File: config.mk
export PLATFORM = sky130hd
export DESIGN_NAME = qgemm_acc_lane_flat
export DESIGN_NICKNAME = d
export VERILOG_FILES = /design/src/rtl/qgemm_pkg.sv /design/src/rtl/qgemm_acc_lane_if.sv /design/src/rtl/qgemm_sat_add.sv /design/src/rtl/qgemm_acc_lane.sv /design/src/flat_wrapper.sv
export SDC_FILE = /design/constraint.sdc
export NUM_CORES = 1
export LEC_CHECK = 0
export CORE_ASPECT_RATIO = 1.4
export CORE_MARGIN = 2
export CORE_UTILIZATION = 55
export CTS_CLUSTER_DIAMETER = 50
export CTS_CLUSTER_SIZE = 20
export DETAILED_ROUTE_END_ITERATION = 7
export GPL_ROUTABILITY_DRIVEN = 0
export GPL_TIMING_DRIVEN = 0
export PLACE_DENSITY = 0.77
export SYNTH_ARGS = -nofsm -noshare
export SYNTH_HDL_FRONTEND = slang
export SYNTH_SLANG_ARGS = --single-unit
File: constraint.sdc
create_clock -name clk -period 6.4 [get_ports clk]
set_input_delay 1.28 -clock clk [delete_from_list [all_inputs] [get_ports clk]]
set_output_delay 1.28 -clock clk [all_outputs]
set_load 0.05 [all_outputs]
File: src/rtl/qgemm_pkg.sv
// Purpose: shared types and constants for the quantized GEMM accumulator lane.
// Latency: n/a (declarations only).
// Backpressure: n/a.
// Contents: lane FSM state enum, default-width saturation bounds, product width.
package qgemm_pkg;

  localparam int BIT_NUM_DEF = 8;
  localparam int ACC_W_DEF   = 32;

  // A full signed product of two BIT_NUM operands needs exactly 2*BIT_NUM bits,
  // including the (-2^(n-1))^2 corner case.
  localparam int PROD_W = 2 * BIT_NUM_DEF;

  localparam logic signed [ACC_W_DEF-1:0] ACC_MAX = {1'b0, {(ACC_W_DEF-1){1'b1}}};
  localparam logic signed [ACC_W_DEF-1:0] ACC_MIN = {1'b1, {(ACC_W_DEF-1){1'b0}}};

  typedef enum logic [1:0] {
    ST_IDLE  = 2'd0,
    ST_RUN   = 2'd1,
    ST_DRAIN = 2'd2,
    ST_DONE  = 2'd3
  } state_e;

endpackage

File: src/rtl/qgemm_acc_lane_if.sv
// Purpose: config / operand / result handshake bundle of one accumulator lane.
// Latency: n/a (wires only).
// Backpressure: cfg_ready, op_ready and res_ready carry the flow control.
// Modports: master = job source and result sink, slave = the lane itself.
interface qgemm_acc_lane_if #(
  parameter int BIT_NUM = 8,
  parameter int ACC_W   = 32,
  parameter int LEN_W   = 16
);
  logic               cfg_valid;
  logic               cfg_ready;
  logic [LEN_W-1:0]   cfg_len;
  logic               op_valid;
  logic               op_ready;
  logic [BIT_NUM-1:0] op_a;
  logic [BIT_NUM-1:0] op_b;
  logic               res_valid;
  logic               res_ready;
  logic [ACC_W-1:0]   res_acc;
  logic               res_sat;
  logic               busy;

  modport master (
    output cfg_valid, cfg_len, op_valid, op_a, op_b, res_ready,
    input  cfg_ready, op_ready, res_valid, res_acc, res_sat, busy
  );

  modport slave (
    input  cfg_valid, cfg_len, op_valid, op_a, op_b, res_ready,
    output cfg_ready, op_ready, res_valid, res_acc, res_sat, busy
  );
endinterface

File: src/rtl/qgemm_sat_add.sv
// Purpose: combinational signed saturating add of a product into an accumulator.
// Latency: 0 cycles (pure combinational).
// Backpressure: none.
// Ports: acc_i (ACC_W signed), add_i (PROD_W signed) -> sum_o (clamped), sat_flag_o.
module qgemm_sat_add #(
  parameter int ACC_W  = 32,
  parameter int PROD_W = 16
) (
  input  logic [ACC_W-1:0]  acc_i,
  input  logic [PROD_W-1:0] add_i,
  output logic [ACC_W-1:0]  sum_o,
  output logic              sat_flag_o
);

  localparam int EXT_W = ACC_W + 1 - PROD_W;

  // One guard bit is enough: |acc| + |addend| never exceeds 2^ACC_W when PROD_W <= ACC_W.
  logic [ACC_W:0] wide;
  assign wide = {acc_i[ACC_W-1], acc_i} + {{EXT_W{add_i[PROD_W-1]}}, add_i};

  always_comb begin
    sat_flag_o = wide[ACC_W] ^ wide[ACC_W-1];
    sum_o      = wide[ACC_W-1:0];
    if (sat_flag_o) begin
      // Guard bit holds the true sign: 0 means positive overflow.
      sum_o = wide[ACC_W] ? {1'b1, {(ACC_W-1){1'b0}}} : {1'b0, {(ACC_W-1){1'b1}}};
    end
  end

endmodule

File: src/rtl/qgemm_acc_lane.sv
// Purpose: signed dot-product accumulator for one GEMM output element.
// Latency: result valid 2 cycles after the last operand beat (1 cycle after start if K=0).
// Backpressure: result held while res_ready low; operands only taken in RUN, config only in IDLE.
// Ports: clk, rstnn (async active-low), lane (slave modport: cfg / op / res handshakes, busy).
module qgemm_acc_lane
  import qgemm_pkg::*;
#(
  parameter int BIT_NUM = 8,
  parameter int ACC_W   = 32,
  parameter int LEN_W   = 16
) (
  input  logic              clk,
  input  logic              rstnn,
  qgemm_acc_lane_if.slave   lane
);

  localparam int PW = 2 * BIT_NUM;

  state_e             state_q, state_d;
  logic [LEN_W-1:0]   len_q, len_d;
  logic [LEN_W-1:0]   cnt_q, cnt_d;
  logic [ACC_W-1:0]   acc_q, acc_d;
  logic               sat_q, sat_d;
  logic [PW-1:0]      p_q, p_d;
  logic               p_vld_q, p_vld_d;

  logic signed [PW-1:0] a_ext, b_ext, prod;
  logic [ACC_W-1:0]     add_sum;
  logic                 add_sat;

  // Operands are widened before the multiply so the product is the exact signed result.
  assign a_ext = {{BIT_NUM{lane.op_a[BIT_NUM-1]}}, lane.op_a};
  assign b_ext = {{BIT_NUM{lane.op_b[BIT_NUM-1]}}, lane.op_b};
  assign prod  = a_ext * b_ext;

  qgemm_sat_add #(
    .ACC_W  (ACC_W),
    .PROD_W (PW)
  ) u_sat_add (
    .acc_i      (acc_q),
    .add_i      (p_q),
    .sum_o      (add_sum),
    .sat_flag_o (add_sat)
  );

  always_comb begin
    state_d = state_q;
    len_d   = len_q;
    cnt_d   = cnt_q;
    acc_d   = acc_q;
    sat_d   = sat_q;
    p_d     = p_q;
    p_vld_d = 1'b0;

    // Product stage drains independently of the FSM; it is only ever set in RUN,
    // so it cannot collide with the accumulator clear on start.
    if (p_vld_q) begin
      acc_d = add_sum;
      sat_d = sat_q | add_sat;
    end

    case (state_q)
      ST_IDLE: begin
        if (lane.cfg_valid) begin
          len_d   = lane.cfg_len;
          cnt_d   = '0;
          acc_d   = '0;
          sat_d   = 1'b0;
          state_d = (lane.cfg_len == '0) ? ST_DONE : ST_RUN;
        end
      end
      ST_RUN: begin
        if (lane.op_valid) begin
          p_d     = prod;
          p_vld_d = 1'b1;
          cnt_d   = cnt_q + LEN_W'(1);
          if (cnt_q == len_q - LEN_W'(1)) begin
            state_d = ST_DRAIN;
          end
        end
      end
      ST_DRAIN: begin
        state_d = ST_DONE;
      end
      ST_DONE: begin
        if (lane.res_ready) begin
          state_d = ST_IDLE;
        end
      end
      default: begin
        state_d = ST_IDLE;
      end
    endcase
  end

  always_ff @(posedge clk or negedge rstnn) begin
    if (!rstnn) begin
      state_q <= ST_IDLE;
      len_q   <= '0;
      cnt_q   <= '0;
      acc_q   <= '0;
      sat_q   <= 1'b0;
      p_q     <= '0;
      p_vld_q <= 1'b0;
    end else begin
      state_q <= state_d;
      len_q   <= len_d;
      cnt_q   <= cnt_d;
      acc_q   <= acc_d;
      sat_q   <= sat_d;
      p_q     <= p_d;
      p_vld_q <= p_vld_d;
    end
  end

  assign lane.cfg_ready = (state_q == ST_IDLE);
  assign lane.op_ready  = (state_q == ST_RUN);
  assign lane.res_valid = (state_q == ST_DONE);
  assign lane.busy      = (state_q != ST_IDLE);
  assign lane.res_acc   = acc_q;
  assign lane.res_sat   = sat_q;

endmodule

File: src/flat_wrapper.sv
// flat-port wrapper written by rule: the top's interface ports become plain ports
module qgemm_acc_lane_flat import qgemm_pkg::*;
#(
  parameter int BIT_NUM = 8,
  parameter int ACC_W   = 32,
  parameter int LEN_W   = 16
)
  (clk, rstnn, lane_cfg_valid, lane_cfg_len, lane_op_valid, lane_op_a, lane_op_b, lane_res_ready, lane_cfg_ready, lane_op_ready, lane_res_valid, lane_res_acc, lane_res_sat, lane_busy);
  qgemm_acc_lane_if #(.BIT_NUM(BIT_NUM), .ACC_W(ACC_W), .LEN_W(LEN_W)) lane_i ();
  input  logic clk;
  input  logic rstnn;
  input wire logic [$bits(lane_i.cfg_valid)-1:0] lane_cfg_valid;
  input wire logic [$bits(lane_i.cfg_len)-1:0] lane_cfg_len;
  input wire logic [$bits(lane_i.op_valid)-1:0] lane_op_valid;
  input wire logic [$bits(lane_i.op_a)-1:0] lane_op_a;
  input wire logic [$bits(lane_i.op_b)-1:0] lane_op_b;
  input wire logic [$bits(lane_i.res_ready)-1:0] lane_res_ready;
  output wire logic [$bits(lane_i.cfg_ready)-1:0] lane_cfg_ready;
  output wire logic [$bits(lane_i.op_ready)-1:0] lane_op_ready;
  output wire logic [$bits(lane_i.res_valid)-1:0] lane_res_valid;
  output wire logic [$bits(lane_i.res_acc)-1:0] lane_res_acc;
  output wire logic [$bits(lane_i.res_sat)-1:0] lane_res_sat;
  output wire logic [$bits(lane_i.busy)-1:0] lane_busy;
  assign lane_i.cfg_valid = lane_cfg_valid;
  assign lane_i.cfg_len = lane_cfg_len;
  assign lane_i.op_valid = lane_op_valid;
  assign lane_i.op_a = lane_op_a;
  assign lane_i.op_b = lane_op_b;
  assign lane_i.res_ready = lane_res_ready;
  assign lane_cfg_ready = lane_i.cfg_ready;
  assign lane_op_ready = lane_i.op_ready;
  assign lane_res_valid = lane_i.res_valid;
  assign lane_res_acc = lane_i.res_acc;
  assign lane_res_sat = lane_i.res_sat;
  assign lane_busy = lane_i.busy;
  qgemm_acc_lane #(.BIT_NUM(BIT_NUM), .ACC_W(ACC_W), .LEN_W(LEN_W)) u_core (.clk(clk), .rstnn(rstnn), .lane(lane_i));
endmodule
==> impl.org <==
** Flow run
- Max-cap violations in this run came to 0.

** Clocking
- Clock root buffer :: sky130_fd_sc_hd__clkbuf_16
- Worst-path clk slew :: 0.06 ns
- The number of setup buffers added after CTS is 0.
- TritonCTS built the clock tree.
- The number of clock buffers added by TritonCTS is 9.
- Total of hold buffers inserted after clock tree synthesis :: 0
- Skew-Pair Late Insertion Delay :: 0.34 ns
- Clk sinks :: 84
- Post-CTS resize count :: 0
- CTS Buffer Depth :: 2
- Maximum level of the CTS H-tree :: 3

** Routing
- Mean routed wirelength per cell :: 14.8 µm
- Wires add up to 18200 µm.
- Via/cell ratio :: 5.64
- Number of iterations in the first detailed-routing pass :: 6
- In this run, the number of DRC markers left after iteration 0 of detailed routing was 248.
- Residual antenna-violating net count after detailed routing :: 0
- DRC violations left :: 0
- The detailed router placed 6915 vias in this run.

** Synthesis
- sky130_fd_sc_hd__inv_1 is the most common cell in the netlist.
- Post-synthesis cell area :: 0.00828 mm²
- Number of synthesized flops with an enable pin :: 0
- YS warnings :: 0
- Counting every net in the synthesized netlist gives 1106.
- Sorting the synthesized cells by how often they occur yields 110 x sky130_fd_sc_hd__inv_1, 84 x sky130_fd_sc_hd__dfrtp_1, 80 x sky130_fd_sc_hd__nor2_1.
- Number of different library cells in the post-synthesis netlist :: 63
- Most used flip-flop cell after synthesis :: sky130_fd_sc_hd__dfrtp_1
- After synthesis, the cell types taking the most area are sky130_fd_sc_hd__dfrtp_1 25%, sky130_fd_sc_hd__fa_1 14%, sky130_fd_sc_hd__ha_1 10%.
- Proportion of synthesized flip-flops having asynchronous set or reset :: 1.00
- In the synthesized netlist, the number of instances is 946.
- Summed over all instances, the cell type with the most area after synthesis is sky130_fd_sc_hd__dfrtp_1.
- Proportion of netlist area held by the largest area contributor :: 0.254
- After synthesis the netlist holds a flip-flop and latch count of 84.
- Sequential fraction of the synthesis area :: 0.254
- Average cell area after synthesis :: 8.75 µm²

** Critical path
- The critical path ends at u_core.p_q[14].
- Type of element launching the critical path :: primary input
- Crit path arrival time :: 6.04 ns
- For flop-to-flop paths, the worst setup slack is 2.82 ns.
- In this run the critical register-to-register path is launched from u_core.p_q[15].
- Required time at the endpoint of the critical path :: 6.65 ns
- Critical Path Fanout Max :: 8
- The worst setup path is captured at a register.
- Measured in cells, the most critical reg-to-reg path has a length of 13.
- The worst register-to-register path ends at u_core.lane.res_acc[24].
- In this run the worst setup path begins at lane_op_a[4].
- Type of the worst setup path :: primary input to register

** GRT
- Global-route wire length before repair :: 30800 µm
- For this run, the total global-route usage over all layers was measured as 0.234.
- Antenna violations before repair :: 0
- Pin count of the biggest net entering global routing :: 66
- The total overflow left after global routing is 0.
- Number of global-route vias before repair :: 6871

** Final layout
- Area Overhead vs Synth :: 15.6%
- The final layout contains 1190 nets.
- Total of fill cells in the finished design :: 1292
- Number of inserted diodes :: 0
- Measured on the finished design, the core utilization comes to 0.644.
- Of the cells placed in the final design, the portion with a size suffix greater than 1 is 0.0522.

** STA
- Setup violations remaining at the end of the flow were counted as 0.
- Unrepaired setup endpoints after global routing :: no
- Timing would allow up to 173 MHz.
- In this run the tightest slew margin relative to its limit is 0.506.
- The final count of hold timing violations was 0.
- The final count of pins violating max slew is 0.
- Final-layout worst hold slack :: 0.500 ns
- In the finished design, the share of the clock period the worst path needs comes to 0.906.
- The smallest clock period supported by the final layout is computed as 5.80 ns.
- Clock skew :: 0.00928 ns
- Slew at the pin closest to its max-slew limit :: 0.740 ns
- Adding up every negative setup slack in the final design gives 0 ns.

** Floorplanning
- Floorplan die area :: 0.0161 mm²
- Die boundary width :: 108 µm
- I/O pin cnt :: 74
- The floorplan has 53 rows.
- The die is 149 µm tall.
- Effective utilization at floorplan :: 0.558
- Total core area :: 0.0149 mm²

** Min path
- Worst Hold Class :: register to register

** Run status
- The flow ran to the end, and the final reports show no timing, DRC or antenna violations.

** Pwr
- Power Dens Cells :: 508 mW/mm²
- Pleak :: 4.34 nW
- Largest voltage drop on the vdd net :: 0.285 mV

** Place
- Port Buf Inserts :: 72
- Post-detail-place hpwl :: 14700 µm
==> routing by layer <==
metal	part of all wire	wire length, µm	GRT usage
met2	0.53	9730	0.426
met4	0.023	411	0.0840
met3	0.027	493	0.0232
met5	0	0	0
met1	0.42	7570	0.285
==> worst max-delay path, cell delays in order <==
cell	delay, ns
sky130_fd_sc_hd__clkdlybuf4s50_1	0.57
sky130_fd_sc_hd__and2_1	0.26
sky130_fd_sc_hd__fa_1	0.50
sky130_fd_sc_hd__inv_1	0.06
sky130_fd_sc_hd__fa_1	0.54
sky130_fd_sc_hd__inv_1	0.05
sky130_fd_sc_hd__fa_1	0.47
sky130_fd_sc_hd__inv_1	0.05
sky130_fd_sc_hd__fa_1	0.47
sky130_fd_sc_hd__inv_1	0.04
sky130_fd_sc_hd__ha_1	0.31
sky130_fd_sc_hd__o21ai_0	0.12
sky130_fd_sc_hd__a21boi_0	0.27
sky130_fd_sc_hd__o21ai_0	0.14
sky130_fd_sc_hd__a21oi_1	0.21
sky130_fd_sc_hd__o21ai_0	0.13
sky130_fd_sc_hd__a211oi_1	0.31
sky130_fd_sc_hd__nor3_1	0.08
sky130_fd_sc_hd__o31ai_1	0.19
==> layout make-up <==
type	instances	area, µm²	share of cell area
clock inverter	3	43.8	0.00458
sequential	84	2100	0.220
buffer	36	168	0.0175
timing repair buffer	73	746	0.0779
multi-input combinational	715	5600	0.585
tap	192	240	0.0251
inverter	111	417	0.0435
clock buffer	13	260	0.0272
==> sequential cells by signal, indices dropped and copies added, names as in the netlist <==
register             flops
u_core.p_q              16
u_core.cnt_q            16
u_core.len_q            16
u_core.lane.res_acc     32
u_core.p_vld_q           1
u_core.lane.res_sat      1
u_core.state_q           2
==> metrics by stage <==
stage | area, µm² | cells | total power [mW] | setup slack (ns)
4_1_cts | 9570 | 1227 | 4.89 | 0.577
3_3_place_gp | 9240 | 1210 | 4.24 | 0.294
5_1_grt | 9570 | 1227 | 5.31 | 0.226
6_report | 9570 | 1227 | 4.86 | 0.605
2_1_floorplan | 8280 | 946 | 3.54 | 1.23
3_5_place_dp | 9270 | 1211 | 4.33 | 0.241
==> where the power goes <==
part | switching [mW] | internal [mW]
clock | 0.211 | 0.325
sequential | 0.219 | 0.742
combinational | 1.97 | 1.40
total | 2.40 | 2.46
==> layout by cell type, fill, tap and decap left out, types with 9 or more instances in the layout <==
cell type and instances:
sky130_fd_sc_hd__a21oi_1 43, sky130_fd_sc_hd__dfrtp_1 84, sky130_fd_sc_hd__ha_1 67, sky130_fd_sc_hd__nor2b_1 10
sky130_fd_sc_hd__mux2_2 16, sky130_fd_sc_hd__o22ai_1 27, sky130_fd_sc_hd__nand2b_1 11, sky130_fd_sc_hd__clkdlybuf4s50_1 71
sky130_fd_sc_hd__clkbuf_1 27, sky130_fd_sc_hd__nand4_1 13, sky130_fd_sc_hd__xor2_1 28, sky130_fd_sc_hd__nor2_1 80
sky130_fd_sc_hd__inv_1 110, sky130_fd_sc_hd__xnor2_1 46, sky130_fd_sc_hd__nand3_1 20, sky130_fd_sc_hd__a21o_1 12
sky130_fd_sc_hd__nor3_1 21, sky130_fd_sc_hd__fa_1 56, sky130_fd_sc_hd__nand2_1 72, sky130_fd_sc_hd__and2_1 41
sky130_fd_sc_hd__clkbuf_16 9, sky130_fd_sc_hd__o21ai_0 46
==> how the worst min path moves through the flow <==
stage                              startpoint             endpoint  slack, ns  cells after the start
after floorplan                u_core.p_q[10]       u_core.p_q[10]       0.45                      2
after global placement          u_core.p_q[0]        u_core.p_q[0]       0.48                      2
after detailed placement  u_core.lane.res_sat  u_core.lane.res_sat       0.50                      2
after CTS                 u_core.lane.res_sat  u_core.lane.res_sat       0.51                      2
after global routing           u_core.p_q[12]       u_core.p_q[12]       0.53                      2
final                           u_core.p_q[6]        u_core.p_q[6]       0.50                      2
==> kinds of logic (layout without fill, tap and decap cells) <==
family | count (synthesis) | in the layout | synth area share
xor gates and xnor gates | 74 | 74 | 0.0783
AOI/OAI and AO/OA | 196 | 196 | 0.153
muxes | 22 | 22 | 0.0290
buffers and inverters | 147 | 236 | 0.0706
adders and majority gates | 124 | 124 | 0.238
and+or+nand+nor | 299 | 299 | 0.178
DFF | 84 | 84 | 0.254
(Power assumes the default switching activity.)
